## config.mk

```make
export PLATFORM = sky130hd
export DESIGN_NAME = booth_nr_sequencer_flat
export DESIGN_NICKNAME = d
export VERILOG_FILES = /design/src/rtl/booth_nr_sequencer_if.sv /design/src/rtl/booth_nr_sequencer.sv /design/src/flat_wrapper.sv
export SDC_FILE = /design/constraint.sdc
export NUM_CORES = 1
export LEC_CHECK = 0
export CORE_ASPECT_RATIO = 1.4
export CORE_MARGIN = 2
export CORE_UTILIZATION = 50
export CTS_CLUSTER_SIZE = 12
export DETAILED_ROUTE_END_ITERATION = 16
export DONT_BUFFER_PORTS = 1
export SLEW_MARGIN = 20
export SYNTH_ARGS = -nofsm -noshare
export SYNTH_HDL_FRONTEND = slang
export SYNTH_SLANG_ARGS = --single-unit
```

## constraint.sdc

```tcl
create_clock -name clk -period 3.5 [get_ports clk]
set_input_delay 0.35 -clock clk [delete_from_list [all_inputs] [get_ports clk]]
set_output_delay 0.35 -clock clk [all_outputs]
set_load 0.02 [all_outputs]
```

## src/rtl/booth_nr_sequencer_if.sv

```systemverilog
// rtl/booth_nr_sequencer_if.sv - command, result and step-stage bundle for booth_nr_sequencer.
// slave is the sequencer side; master is the requester plus the combinational step stage.
interface booth_nr_sequencer_if #(
  parameter int N = 4
);
  logic           start;
  logic           op;
  logic [N-1:0]   data_x;
  logic [N-1:0]   data_y;
  logic           busy;
  logic           done;
  logic [N-1:0]   result_hi;
  logic [N-1:0]   result_lo;
  logic           div_by_zero;
  logic           range_err;
  logic [N-1:0]   a_plus_m;
  logic [N-1:0]   a_minus_m;
  logic [N-1:0]   a;
  logic [N:0]     q;
  logic           op_o;
  logic           a_sign;
  logic           q0;
  logic           q1;
  logic [2*N:0]   aq_in;

  modport slave (
    input  start, op, data_x, data_y, aq_in,
    output busy, done, result_hi, result_lo, div_by_zero, range_err,
           a_plus_m, a_minus_m, a, q, op_o, a_sign, q0, q1
  );

  modport master (
    output start, op, data_x, data_y, aq_in,
    input  busy, done, result_hi, result_lo, div_by_zero, range_err,
           a_plus_m, a_minus_m, a, q, op_o, a_sign, q0, q1
  );
endinterface

```

## src/rtl/booth_nr_sequencer.sv

```systemverilog
// rtl/booth_nr_sequencer.sv - Booth multiply / non-restoring divide sequencer feeding the step stage.
// Optional divide operand range check is built in when SEQ_RANGE_CHECK_EN is defined.
module booth_nr_sequencer #(
  parameter int N = 4
) (
  input  logic                  clk,
  input  logic                  rst_n,
  booth_nr_sequencer_if.slave   bus
);
  localparam int CW = $clog2(N + 2);
  localparam logic [CW-1:0] C_MUL_LAST = CW'(N - 1);
  localparam logic [CW-1:0] C_DIV_LAST = CW'(N);

  typedef enum logic [1:0] {
    S_IDLE,
    S_RUN,
    S_DONE
  } state_t;

  state_t        r_state;
  logic [N-1:0]  r_a;
  logic [N-1:0]  r_q;
  logic          r_qm1;
  logic [N-1:0]  r_m;
  logic          r_op;
  logic [CW-1:0] r_cnt;
  logic [N-1:0]  r_rem_snap;
  logic [N-1:0]  r_result_hi;
  logic [N-1:0]  r_result_lo;
  logic          r_done;
  logic          r_busy;
  logic          r_div_by_zero;
`ifdef SEQ_RANGE_CHECK_EN
  logic          r_range_err;
`endif

  logic [N-1:0]  w_ash;
  logic [N-1:0]  w_a_base;
  logic [N-1:0]  w_aq_a;
  logic [N-1:0]  w_aq_q;
  logic [N-1:0]  w_snap;
  logic          w_last;
  logic          w_snap_now;

  // Division works on the left-shifted partial remainder; add/sub choice uses the pre-shift sign.
  assign w_ash      = {r_a[N-2:0], r_q[N-1]};
  assign w_a_base   = r_op ? w_ash : r_a;
  assign w_aq_a     = bus.aq_in[2*N:N+1];
  assign w_aq_q     = bus.aq_in[N:1];
  // The Nth division step leaves the true remainder, restored here if it went negative.
  assign w_snap     = w_aq_a + (w_aq_a[N-1] ? r_m : {N{1'b0}});
  assign w_last     = r_op ? (r_cnt == C_DIV_LAST) : (r_cnt == C_MUL_LAST);
  assign w_snap_now = r_op && (r_cnt == C_MUL_LAST);

  always_ff @(posedge clk or negedge rst_n) begin
    if (!rst_n) begin
      r_state       <= S_IDLE;
      r_a           <= '0;
      r_q           <= '0;
      r_qm1         <= 1'b0;
      r_m           <= '0;
      r_op          <= 1'b0;
      r_cnt         <= '0;
      r_rem_snap    <= '0;
      r_result_hi   <= '0;
      r_result_lo   <= '0;
      r_done        <= 1'b0;
      r_busy        <= 1'b0;
      r_div_by_zero <= 1'b0;
`ifdef SEQ_RANGE_CHECK_EN
      r_range_err   <= 1'b0;
`endif
    end else begin
      case (r_state)
        S_IDLE: begin
          if (bus.start) begin
            r_a           <= '0;
            r_q           <= bus.data_x;
            r_qm1         <= 1'b0;
            r_m           <= bus.data_y;
            r_op          <= bus.op;
            r_cnt         <= '0;
            r_div_by_zero <= 1'b0;
`ifdef SEQ_RANGE_CHECK_EN
            r_range_err   <= 1'b0;
            if (bus.op && (bus.data_x[N-1] || bus.data_y[N-1])) begin
              r_range_err <= 1'b1;
              r_result_hi <= '0;
              r_result_lo <= '0;
              r_done      <= 1'b1;
              r_state     <= S_DONE;
            end else
`endif
            if (bus.op && (bus.data_y == '0)) begin
              r_result_lo   <= '1;
              r_result_hi   <= bus.data_x;
              r_div_by_zero <= 1'b1;
              r_done        <= 1'b1;
              r_state       <= S_DONE;
            end else begin
              r_busy  <= 1'b1;
              r_state <= S_RUN;
            end
          end
        end
        S_RUN: begin
          r_a   <= w_aq_a;
          r_q   <= w_aq_q;
          r_qm1 <= bus.aq_in[0];
          r_cnt <= r_cnt + 1'b1;
          if (w_snap_now) begin
            r_rem_snap <= w_snap;
          end
          if (w_last) begin
            r_result_hi <= r_op ? r_rem_snap : w_aq_a;
            r_result_lo <= w_aq_q;
            r_busy      <= 1'b0;
            r_done      <= 1'b1;
            r_state     <= S_DONE;
          end
        end
        S_DONE: begin
          r_done  <= 1'b0;
          r_state <= S_IDLE;
        end
        default: begin
          r_busy  <= 1'b0;
          r_done  <= 1'b0;
          r_state <= S_IDLE;
        end
      endcase
    end
  end

  assign bus.busy        = r_busy;
  assign bus.done        = r_done;
  assign bus.result_hi   = r_result_hi;
  assign bus.result_lo   = r_result_lo;
  assign bus.div_by_zero = r_div_by_zero;
`ifdef SEQ_RANGE_CHECK_EN
  assign bus.range_err   = r_range_err;
`else
  assign bus.range_err   = 1'b0;
`endif
  assign bus.a           = w_a_base;
  assign bus.a_plus_m    = w_a_base + r_m;
  assign bus.a_minus_m   = w_a_base - r_m;
  assign bus.q           = {r_q, (r_op ? 1'b0 : r_qm1)};
  assign bus.op_o        = r_op;
  assign bus.a_sign      = r_a[N-1];
  assign bus.q0          = r_qm1;
  assign bus.q1          = r_q[0];

endmodule

```

## src/flat_wrapper.sv

```systemverilog
// flat-port wrapper written by rule: the top's interface ports become plain ports
module booth_nr_sequencer_flat 
#(
  parameter int N = 4
)
  (clk, rst_n, bus_start, bus_op, bus_data_x, bus_data_y, bus_aq_in, bus_busy, bus_done, bus_result_hi, bus_result_lo, bus_div_by_zero, bus_range_err, bus_a_plus_m, bus_a_minus_m, bus_a, bus_q, bus_op_o, bus_a_sign, bus_q0, bus_q1);
  booth_nr_sequencer_if #(.N(N)) bus_i ();
  input  logic clk;
  input  logic rst_n;
  input wire logic [$bits(bus_i.start)-1:0] bus_start;
  input wire logic [$bits(bus_i.op)-1:0] bus_op;
  input wire logic [$bits(bus_i.data_x)-1:0] bus_data_x;
  input wire logic [$bits(bus_i.data_y)-1:0] bus_data_y;
  input wire logic [$bits(bus_i.aq_in)-1:0] bus_aq_in;
  output wire logic [$bits(bus_i.busy)-1:0] bus_busy;
  output wire logic [$bits(bus_i.done)-1:0] bus_done;
  output wire logic [$bits(bus_i.result_hi)-1:0] bus_result_hi;
  output wire logic [$bits(bus_i.result_lo)-1:0] bus_result_lo;
  output wire logic [$bits(bus_i.div_by_zero)-1:0] bus_div_by_zero;
  output wire logic [$bits(bus_i.range_err)-1:0] bus_range_err;
  output wire logic [$bits(bus_i.a_plus_m)-1:0] bus_a_plus_m;
  output wire logic [$bits(bus_i.a_minus_m)-1:0] bus_a_minus_m;
  output wire logic [$bits(bus_i.a)-1:0] bus_a;
  output wire logic [$bits(bus_i.q)-1:0] bus_q;
  output wire logic [$bits(bus_i.op_o)-1:0] bus_op_o;
  output wire logic [$bits(bus_i.a_sign)-1:0] bus_a_sign;
  output wire logic [$bits(bus_i.q0)-1:0] bus_q0;
  output wire logic [$bits(bus_i.q1)-1:0] bus_q1;
  assign bus_i.start = bus_start;
  assign bus_i.op = bus_op;
  assign bus_i.data_x = bus_data_x;
  assign bus_i.data_y = bus_data_y;
  assign bus_i.aq_in = bus_aq_in;
  assign bus_busy = bus_i.busy;
  assign bus_done = bus_i.done;
  assign bus_result_hi = bus_i.result_hi;
  assign bus_result_lo = bus_i.result_lo;
  assign bus_div_by_zero = bus_i.div_by_zero;
  assign bus_range_err = bus_i.range_err;
  assign bus_a_plus_m = bus_i.a_plus_m;
  assign bus_a_minus_m = bus_i.a_minus_m;
  assign bus_a = bus_i.a;
  assign bus_q = bus_i.q;
  assign bus_op_o = bus_i.op_o;
  assign bus_a_sign = bus_i.a_sign;
  assign bus_q0 = bus_i.q0;
  assign bus_q1 = bus_i.q1;
  booth_nr_sequencer #(.N(N)) u_core (.clk(clk), .rst_n(rst_n), .bus(bus_i));
endmodule
```

==> metrics.json <==
{
  "groute.layer.met3.usage": {"value": 6.03, "unit": "%"},
  "ys.warnings.count": {"value": 0},
  "ctsHtreeMaxLevel": {"value": 2},
  "timing_max_transition_violations_final": {"value": 0},
  "final_nets": {"value": 234},
  "timing.final.setup_violations": {"value": 0},
  "leakagePower": {"value": 1.00, "unit": "nW"},
  "final_cells": {"value": 241},
  "placed_cells": {"value": 232},
  "final_layout_size_suffix_gt1_share": {"value": 10.6, "unit": "%"},
  "routed_via_density": {"value": 6.09},
  "firstDrtPassIters": {"value": 4},
  "synthToLayoutAreaGrowth": {"value": 6.11, "unit": "%"},
  "clk_transition_reported_paths": {"value": 70, "unit": "ps"},
  "regToRegEndpoint": {"value": "u_core.bus.result_lo[3]"},
  "chip_width": {"value": 57.5, "unit": "µm"},
  "use_met1": {"value": 25.7, "unit": "%"},
  "multi_input_area": {"value": 1020, "unit": "µm²"},
  "design.die.area": {"value": 4540, "unit": "µm²"},
  "first_pass_grt_wire_length": {"value": 7.79, "unit": "mm"},
  "tritoncts": {"value": "yes"},
  "worst_r2r_path_depth": {"value": 5},
  "rows": {"value": 27},
  "chipHeight": {"value": 78.9, "unit": "µm"},
  "cts_hold_buffers": {"value": 2},
  "gr-usage-all-layers": {"value": 22.6, "unit": "%"},
  "numCtsBuffers": {"value": 5},
  "critical_path.endpoint": {"value": "bus_a_minus_m[3]"},
  "cts-resized-gates": {"value": 0},
  "final_skew": {"value": 7.79, "unit": "ps"},
  "post-route-period-util": {"value": 84.1, "unit": "%"},
  "synth_cells": {"value": 196},
  "setup_slack": {"value": 556, "unit": "ps"},
  "diodes": {"value": 0},
  "via_count_of_the_first_global_routing_pass": {"value": 1584},
  "hp-class": {"value": "primary input to register"},
  "synth_common_cells": {"value": "sky130_fd_sc_hd__dfrtp_1 (34), sky130_fd_sc_hd__nand2_1 (18), sky130_fd_sc_hd__inv_1 (16)"},
  "worst_r2r_startpoint": {"value": "u_core.bus.op_o"},
  "critical_path.startpoint": {"value": "u_core.bus.op_o"},
  "timing.critical_path.fanout_max": {"value": 11},
  "yosys_register_bits": {"value": 34},
  "rsz0062_at_grt": {"value": "no"},
  "clock_sink_count": {"value": 34},
  "synth_largest_area_cell": {"value": "sky130_fd_sc_hd__dfrtp_1"},
  "r2r_slack": {"value": 1490, "unit": "ps"},
  "post-synth-top-count-cell": {"value": "sky130_fd_sc_hd__dfrtp_1"},
  "grt-ovfl-total": {"value": 0},
  "drt_iter0_markers": {"value": 61},
  "cts.root.buffer_cell": {"value": "sky130_fd_sc_hd__clkbuf_8"},
  "register_area": {"value": 851, "unit": "µm²"},
  "synth-main-ff-cell": {"value": "sky130_fd_sc_hd__dfrtp_1"},
  "coreArea": {"value": 3880, "unit": "µm²"},
  "worstPathRequired": {"value": 3150, "unit": "ps"},
  "synth_edf_count": {"value": 0},
  "clock_path_buffers": {"value": 2},
  "timing.setup.tns": {"value": 0, "unit": "ps"},
  "wl": {"value": 4.78, "unit": "mm"},
  "starting_density_of_the_core": {"value": 51.6, "unit": "%"},
  "antenna_found_initial": {"value": 0},
  "synthesized_nets": {"value": 232},
  "yosys-top-cells-area": {"value": "sky130_fd_sc_hd__dfrtp_1 (42%), sky130_fd_sc_hd__ha_1 (7.5%), sky130_fd_sc_hd__mux2i_1 (6.0%)"},
  "drt-wirelength-per-cell": {"value": 19.8, "unit": "µm"},
  "remaining_design_rule_violation_count": {"value": 0},
  "synth_area_per_cell": {"value": 10.2, "unit": "µm²"},
  "timing.fmax": {"value": 0.340, "unit": "GHz"},
  "synthArstFlopShare": {"value": 100, "unit": "%"},
  "syn-cell-area": {"value": 2010, "unit": "µm²"},
  "synthDistinctLibCells": {"value": 40},
  "gpl.final_weighted_congestion": {"value": 0.805},
  "vdd_ir_drop_max": {"value": 0.899, "unit": "mV"},
  "dr_total_vias": {"value": 1467},
  "max_cap_check_violation_count": {"value": 0},
  "synth_top_area_share": {"value": 42.4, "unit": "%"},
  "fillers": {"value": 365},
  "dp.final_hpwl": {"value": 3.66, "unit": "mm"},
  "endpoint_kind": {"value": "output pin"},
  "num_io_pins": {"value": 54},
  "antenna_left": {"value": 0},
  "worst_skew_pair.late_latency": {"value": 280, "unit": "ps"},
  "grt_most_used_layer": {"value": "met2"},
  "run_status": {"value": "finished, final reports clean"},
  "setup.worst_path.class": {"value": "register to output pin"},
  "buffers_inserted_during_post_cts_setup_optimization": {"value": 0},
  "timing_hold_violations_final": {"value": 0},
  "place_worst_setup_slack": {"value": 847, "unit": "ps"},
  "count_of_buffers_inserted_at_the_top_level_ports": {"value": 0},
  "pin_count_of_the_biggest_net_entering_global_routing": {"value": 35},
  "ys_seq_area_share": {"value": 42.4, "unit": "%"},
  "finalWorstPathRequiredPeriod": {"value": 2940, "unit": "ps"},
  "worst_setup_path_start_kind": {"value": "register"},
  "cp.arrival": {"value": 2590, "unit": "ps"},
  "groute.layer.met2.usage": {"value": 39.1, "unit": "%"},
  "powerDensity": {"value": 1160, "unit": "nW/µm²"}
}
[state kept, by name, indices dropped and copies added, names as in the netlist, 2 cells and up]
| register | count |
|---|---|
| u_core.r_m | 4 |
| u_core.r_q | 4 |
| u_core.bus.result_lo | 4 |
| u_core.r_a | 4 |
| u_core.bus.result_hi | 4 |
| u_core.r_cnt | 3 |
| u_core.r_rem_snap | 4 |
| u_core.r_state | 2 |
[cells by family after synthesis]
| group | synth area share (%) |
|---|---|
| DFF | 42.4 |
| xor gates and xnor gates | 3.06 |
| AOI/OAI and AO/OA | 14.3 |
| buffers and inverters | 6.49 |
| and+or+nand+nor | 12.5 |
| muxes | 10.5 |
| other | 0.187 |
| adders and majority gates | 10.5 |
[worst max-delay path, stage by stage, from the launching register on]
cell and delay, ps:
sky130_fd_sc_hd__dfrtp_1 610, sky130_fd_sc_hd__mux2i_1 380, sky130_fd_sc_hd__inv_1 250, sky130_fd_sc_hd__ha_1 360, sky130_fd_sc_hd__a21o_1 160, sky130_fd_sc_hd__a21oi_1 170
sky130_fd_sc_hd__xor2_1 390
[routing by layer]
layer | routed length [µm] | part of all wire (%)
met5 | 0 | 0
met4 | 81 | 1.7
met2 | 2570 | 54
met1 | 1820 | 38
met3 | 312 | 6.5
[metrics by stage]
stage	instance area [µm²]	hold WS [ps]	utilization, %	power, mW
final	2130	206	54.8	2.46
after global routing	2130	204	54.8	2.65
after CTS	2130	199	54.8	2.48
after detailed placement	2020	55.1	52.0	2.20
after global placement	2020	55.1	52.0	2.15
after floorplan	2010	54.4	-	1.98
[report_power, final]
group          internal, mW  total (mW)  switching (mW)
logic                 0.468        1.29           0.827
clock network         0.133       0.271           0.137
registers             0.579       0.896           0.317
[area by class of cell]
class / instances / share of cell area, %
repair buffers: 5 / 2.47
flip-flops and latches: 34 / 40.0
clock buffers: 5 / 3.23
well taps: 43 / 2.53
clock inverters: 2 / 0.470
inverters: 18 / 3.17
multi-input cells: 134 / 48.1
[cell usage in the layout (no fill, tap or decap), types with 2 or more instances in the layout]
master                     count
sky130_fd_sc_hd__a21o_1        2
sky130_fd_sc_hd__nor2b_1       4
sky130_fd_sc_hd__a32o_1        2
sky130_fd_sc_hd__o21ai_0      13
sky130_fd_sc_hd__or4_1         4
sky130_fd_sc_hd__ha_1         12
sky130_fd_sc_hd__clkbuf_8      5
sky130_fd_sc_hd__nor3_1        4
sky130_fd_sc_hd__xor2_1        6
sky130_fd_sc_hd__and2_1        5
sky130_fd_sc_hd__or3_1         4
sky130_fd_sc_hd__o22ai_1       4
sky130_fd_sc_hd__nor2_1        4
sky130_fd_sc_hd__dfrtp_1      34
sky130_fd_sc_hd__a31oi_1       3
sky130_fd_sc_hd__mux2i_1      12
sky130_fd_sc_hd__inv_1        16
sky130_fd_sc_hd__o21a_1        2
sky130_fd_sc_hd__o311a_1       4
sky130_fd_sc_hd__fa_1          3
sky130_fd_sc_hd__nand2_1      18
sky130_fd_sc_hd__buf_4         3
sky130_fd_sc_hd__a22oi_1       2
sky130_fd_sc_hd__a21oi_1       3
sky130_fd_sc_hd__a22o_1        5
sky130_fd_sc_hd__clkinv_2      2
sky130_fd_sc_hd__mux2_2        8
[how the worst min path moves through the flow]
stage / start / endpoint / cells after the start
6_report: bus_aq_in[7] / u_core.r_a[2] / 1
3_5_place_dp: rst_n / u_core.r_rem_snap[1] / 0
2_1_floorplan: rst_n / u_core.bus.busy / 0
5_1_grt: bus_aq_in[7] / u_core.r_a[2] / 1
4_1_cts: bus_aq_in[7] / u_core.r_a[2] / 1
3_3_place_gp: rst_n / u_core.r_a[3] / 0
No activity file was read; power rests on OpenSTA's default activity.
